**src/rtl/plic_target.sv**
```systemverilog
// plic_target: per-target claim/complete stage of the PLIC.
//
// This block sits after the priority tree. It registers the winning priority
// and ID, and it compares the priority with the target threshold to drive
// irq_o. It also runs the claim/complete handshake and sends one-cycle clear
// and complete pulses to the source gateways.
//
// Optional feature: define PLIC_TARGET_IRQ_REG_EN to register irq_o.
// A flop then adds one cycle of latency from prio_i/idx_i/thold_i.
module plic_target #(
    parameter int PRIO_WIDTH = 3,
    parameter int IRQ_WIDTH  = 5
) (
    input  logic                  clk_i,
    input  logic                  rst_i,
    input  logic [PRIO_WIDTH-1:0] prio_i,
    input  logic [IRQ_WIDTH-1:0]  idx_i,
    input  logic [PRIO_WIDTH-1:0] thold_i,
    input  logic                  claim_i,
    input  logic                  complete_i,
    input  logic [IRQ_WIDTH-1:0]  complete_id_i,
    output logic                  irq_o,
    output logic [IRQ_WIDTH-1:0]  claim_id_o,
    output logic                  clr_vld_o,
    output logic [IRQ_WIDTH-1:0]  clr_idx_o,
    output logic                  cmpl_vld_o,
    output logic [IRQ_WIDTH-1:0]  cmpl_idx_o,
    output logic                  busy_o
);

    typedef enum logic {
        ST_IDLE    = 1'b0,
        ST_CLAIMED = 1'b1
    } state_t;

    logic [PRIO_WIDTH-1:0] s_prio_reg;
    logic [IRQ_WIDTH-1:0]  s_idx_reg;
    logic                  req;

    state_t                state_reg,     state_next;
    logic [IRQ_WIDTH-1:0]  claim_id_reg,  claim_id_next;
    // This register holds the ID that was actually granted. claim_id_reg can
    // be overwritten with 0 when a second claim arrives while CLAIMED. The
    // matching complete must still be compared against the granted ID.
    logic [IRQ_WIDTH-1:0]  active_id_reg, active_id_next;
    logic                  clr_vld_reg,   clr_vld_next;
    logic [IRQ_WIDTH-1:0]  clr_idx_reg,   clr_idx_next;
    logic                  cmpl_vld_reg,  cmpl_vld_next;
    logic [IRQ_WIDTH-1:0]  cmpl_idx_reg,  cmpl_idx_next;

    // Stage register: capture the priority tree winner every cycle.
    always_ff @(posedge clk_i) begin
        if (rst_i) begin
            s_prio_reg <= '0;
            s_idx_reg  <= '0;
        end else begin
            s_prio_reg <= prio_i;
            s_idx_reg  <= idx_i;
        end
    end

    // ID 0 is "no interrupt". The threshold compare is strict and unsigned,
    // so priority 0 can never raise a request.
    assign req = (s_idx_reg != '0) && (s_prio_reg > thold_i);

    // Handshake decode: next state, claim data, and gateway pulses.
    always_comb begin
        state_next     = state_reg;
        claim_id_next  = claim_id_reg;
        active_id_next = active_id_reg;
        clr_vld_next   = 1'b0;
        clr_idx_next   = clr_idx_reg;
        cmpl_vld_next  = 1'b0;
        cmpl_idx_next  = cmpl_idx_reg;
        case (state_reg)
            ST_IDLE: begin
                // A complete while IDLE is ignored, even if it arrives
                // together with a claim.
                if (claim_i) begin
                    if (req) begin
                        claim_id_next  = s_idx_reg;
                        active_id_next = s_idx_reg;
                        clr_vld_next   = 1'b1;
                        clr_idx_next   = s_idx_reg;
                        state_next     = ST_CLAIMED;
                    end else begin
                        claim_id_next = '0;
                    end
                end
            end
            ST_CLAIMED: begin
                // Only one claim can be outstanding, so any further claim
                // reads back 0.
                if (claim_i) begin
                    claim_id_next = '0;
                end
                if (complete_i && (complete_id_i == active_id_reg)) begin
                    cmpl_vld_next = 1'b1;
                    cmpl_idx_next = complete_id_i;
                    state_next    = ST_IDLE;
                end
            end
            default: begin
                state_next = ST_IDLE;
            end
        endcase
    end

    // Handshake state and registered outputs.
    always_ff @(posedge clk_i) begin
        if (rst_i) begin
            state_reg     <= ST_IDLE;
            claim_id_reg  <= '0;
            active_id_reg <= '0;
            clr_vld_reg   <= 1'b0;
            clr_idx_reg   <= '0;
            cmpl_vld_reg  <= 1'b0;
            cmpl_idx_reg  <= '0;
        end else begin
            state_reg     <= state_next;
            claim_id_reg  <= claim_id_next;
            active_id_reg <= active_id_next;
            clr_vld_reg   <= clr_vld_next;
            clr_idx_reg   <= clr_idx_next;
            cmpl_vld_reg  <= cmpl_vld_next;
            cmpl_idx_reg  <= cmpl_idx_next;
        end
    end

`ifdef PLIC_TARGET_IRQ_REG_EN
    logic irq_reg;

    // Registered interrupt line. It is cleared on the claim edge, so it is
    // low in the same cycle as the combinational version.
    always_ff @(posedge clk_i) begin
        if (rst_i) begin
            irq_reg <= 1'b0;
        end else begin
            irq_reg <= req && !claim_i && (state_next == ST_IDLE);
        end
    end

    assign irq_o = irq_reg;
`else
    assign irq_o = req && (state_reg == ST_IDLE);
`endif

    assign claim_id_o = claim_id_reg;
    assign clr_vld_o  = clr_vld_reg;
    assign clr_idx_o  = clr_idx_reg;
    assign cmpl_vld_o = cmpl_vld_reg;
    assign cmpl_idx_o = cmpl_idx_reg;
    assign busy_o     = (state_reg == ST_CLAIMED);

endmodule

```
**config.mk**
```make
export PLATFORM = sky130hd
export DESIGN_NAME = plic_target
export DESIGN_NICKNAME = d
export VERILOG_FILES = /design/src/rtl/plic_target.sv
export SDC_FILE = /design/constraint.sdc
export NUM_CORES = 1
export LEC_CHECK = 0
export BUFFER_PORTS_ARGS = -buffer_cell sky130_fd_sc_hd__buf_2
export CORE_ASPECT_RATIO = 0.7
export CORE_MARGIN = 1.5
export CORE_UTILIZATION = 51
export DETAILED_ROUTE_END_ITERATION = 7
export PLACE_DENSITY = 0.82
export SETUP_SLACK_MARGIN = 0.3
export SLEW_MARGIN = 0
export SYNTH_ARGS = -nofsm -noshare
export SYNTH_HDL_FRONTEND = slang
export SYNTH_SLANG_ARGS = --single-unit
```
**constraint.sdc**
```tcl
create_clock -name clk_i -period 3.85 [get_ports clk_i]
set_input_delay 0.5775 -clock clk_i [delete_from_list [all_inputs] [get_ports clk_i]]
set_output_delay 0.5775 -clock clk_i [all_outputs]
set_load 0.02 [all_outputs]
```
==> qor.yml <==
cells_and_area:
  layout-drive-gt1-share_pct: 31.54
  area_growth_pct: 24.22
  nets: 173
  fillers: 174
  diodes: 0
synthesis:
  syn-num-nets: 134
  syn_avg_cell_area_um2: 9.446
  netlist_instances: 111
  synthesis.yosys.warnings: 0
  ys_seq_area_share_pct: 49.64
  syn-cell-area_mm2: 0.001049
  synth_cell_type_count: 29
  ys_ff_latch: 26
grt:
  antenna_found_initial: 0
  grt_pass1_vias: 874
  grt_pass1_wl_mm: 3.774
  grtUsageTotal_pct: 22.29
  grt_max_degree: 29
  grt.overflow.total: 0
detailed_routing:
  routed_wl_mm: 2.448
  drcViolationCount: 0
  via_per_inst: 5.854
  wl_per_cell_um: 14.32
  first_iter_violations: 43
  detail_route.first_pass.iterations: 4
  ant_nets: 0
  vias: 1001
setup_path:
  worstPathRequired_ns: 3.27
  worstPathArrival_ns: 1.76
  critPathLaunchType: "primary input"
  endpoint_kind: "output pin"
  crit_fanout: 6
  worst-setup-path-type: "in -> out"
placement:
  port_buffers: 38
  dp.final_hpwl_mm: 1.882
  place_congestion: 0.7226
floorplan:
  dieArea_mm2: 0.002341
  ioPinCount: 39
  initial_core_util_pct: 55.10
  fp.dieH_um: 40.94
  coreArea_mm2: 0.001903
  die_width_um: 57.20
  rows: 13
clocking:
  postCtsSetupBuffers: 0
  root_buffer: "clkbuf_4"
  clkTransAtPathRegs_ns: 0.15
  cts_resized: 0
  cts_hold_buf: 0
  cts.sinks: 26
  tritoncts: "yes"
  clock_latency_ns: 0.33
  numCtsBuffers: 3
  htree_levels: 1
  cts_buffer_depth: 2
timing:
  clock_skew_ns: 0.008796
  hold_viol: 0
  finalSetupViolations: 0
  post-route-period-util_pct: 60.84
  slew_headroom_pct: 69.09
  drv_slew: 0
  max_freq_mhz: 427.0
  fin_tns_setup_ns: 0
  worst_pin_slew_ns: 0.4637
  rsz0062_at_grt: "no"
  period_needed_ns: 2.342
power_and_ir_drop:
  power.density_mw_per_mm2: 419.2
  p_leak_nw: 0.5588
  p_total_mw: 0.5460
  vdd_drop_max_mv: 0.5487
run:
  maxCapViolCount: 0
outcome:
  status: "finished clean"
min_path:
  min-delay-path-class: "in -> reg"
## logic make-up (layout without fill, tap and decap cells)
kind of cell    after synthesis  count (layout)  share of synthesized area [%]
compound gates               29              29                          17.42
xor+xnor                      5               5                          4.176
fa+ha+maj                     3               3                          3.580
buf+inv                       9              47                          3.340
flops                        26              26                          49.64
simple gates                 39              39                          21.84
## cell usage in the layout, fill, tap and decap left out, types with 2 or more instances in the layout
cell and instances:
nand2_1 6, a21oi_1 14, o41ai_1 3, inv_1 4, nand4_1 11, ha_1 3
o31ai_1 5, nor2_1 3, nor4_1 2, nor2b_1 8, dfxtp_1 26, clkbuf_4 3
nand2b_1 3, o22ai_1 2, buf_2 38, xnor2_1 5
## area by class of cell
cell class                 count  area [um2]  share of cell area (%)
clock buffer                   3       22.52                   1.729
tap                           22       27.53                   2.113
multi-input combinational     76       493.0                   37.85
timing repair buffer          38       190.2                   14.60
sequential                    26       520.5                   39.96
clock inverter                 1       30.03                   2.305
inverter                       5       18.77                   1.441
## layer usage
metal  GRT usage, %  part of all wire (%)  up-vias
met5              0                     0        -
li1               -                     -      484
met2          39.37                    46       43
met1          27.05                    46      466
met4          6.395                   1.2        0
met3          7.256                   6.5        8
## per-stage QoR
step	util, %	worst slack, ns	area [um2]	std cells	hold WS, ns
3_3_place_gp	65.68	1.597	1250	167	0.4397
6_report	68.44	1.508	1303	171	0.4410
3_5_place_dp	65.68	1.540	1250	167	0.4476
4_1_cts	68.44	1.538	1303	171	0.4428
2_1_floorplan	-	1.567	1049	111	0.4651
5_1_grt	68.44	1.439	1303	171	0.4389
## final timing paths
kind                      start             to  slack (ns)  cells after the start
setup reg to reg  s_prio_reg[1]   clr_idx_o[1]        2.17                      5
hold reg to reg   claim_id_o[1]  claim_id_o[1]        0.46                      2
setup / recovery     thold_i[1]          irq_o        1.51                      7
hold / removal        prio_i[2]  s_prio_reg[2]        0.44                      2
## power by group
group	total, mW	switching, mW	internal [mW]
sequential	0.283	0.00582	0.277
combinational	0.0736	0.0459	0.0277
clock	0.189	0.0838	0.105
total	0.546	0.136	0.410
## worst max-delay path: stages
cell,delay (ns)
buf_2,0.07
inv_1,0.03
ha_1,0.30
nand2b_1,0.09
a21o_1,0.25
nor3_1,0.23
buf_2,0.20
## cell usage after synthesis
library cell | instances | share of area [%]
buf_2 | 1 | 0.48
and2_1 | 1 | 0.60
and4_1 | 1 | 0.84
a31oi_1 | 1 | 0.60
a31o_2 | 1 | 0.84
nand4_1 | 11 | 6.6
nor3_1 | 1 | 0.48
buf_1 | 1 | 0.36
a21oi_2 | 1 | 0.84
clkbuf_1 | 2 | 0.72
nand2_1 | 6 | 2.1
xnor2_1 | 5 | 4.2
ha_1 | 3 | 3.6
a21o_1 | 1 | 0.72
inv_2 | 1 | 0.36
inv_1 | 4 | 1.4
or4_4 | 1 | 1.1
o31ai_1 | 5 | 3.6
o22ai_1 | 2 | 1.2
nor2_2 | 1 | 0.60
nor4_1 | 2 | 1.2
nor2_1 | 3 | 1.1
nand2b_1 | 3 | 1.8
or4_1 | 1 | 0.72
dfxtp_1 | 26 | 50
o21ai_0 | 1 | 0.48
o41ai_1 | 3 | 2.5
a21oi_1 | 14 | 6.7
nor2b_1 | 8 | 4.8
(Power assumes the default switching activity.)
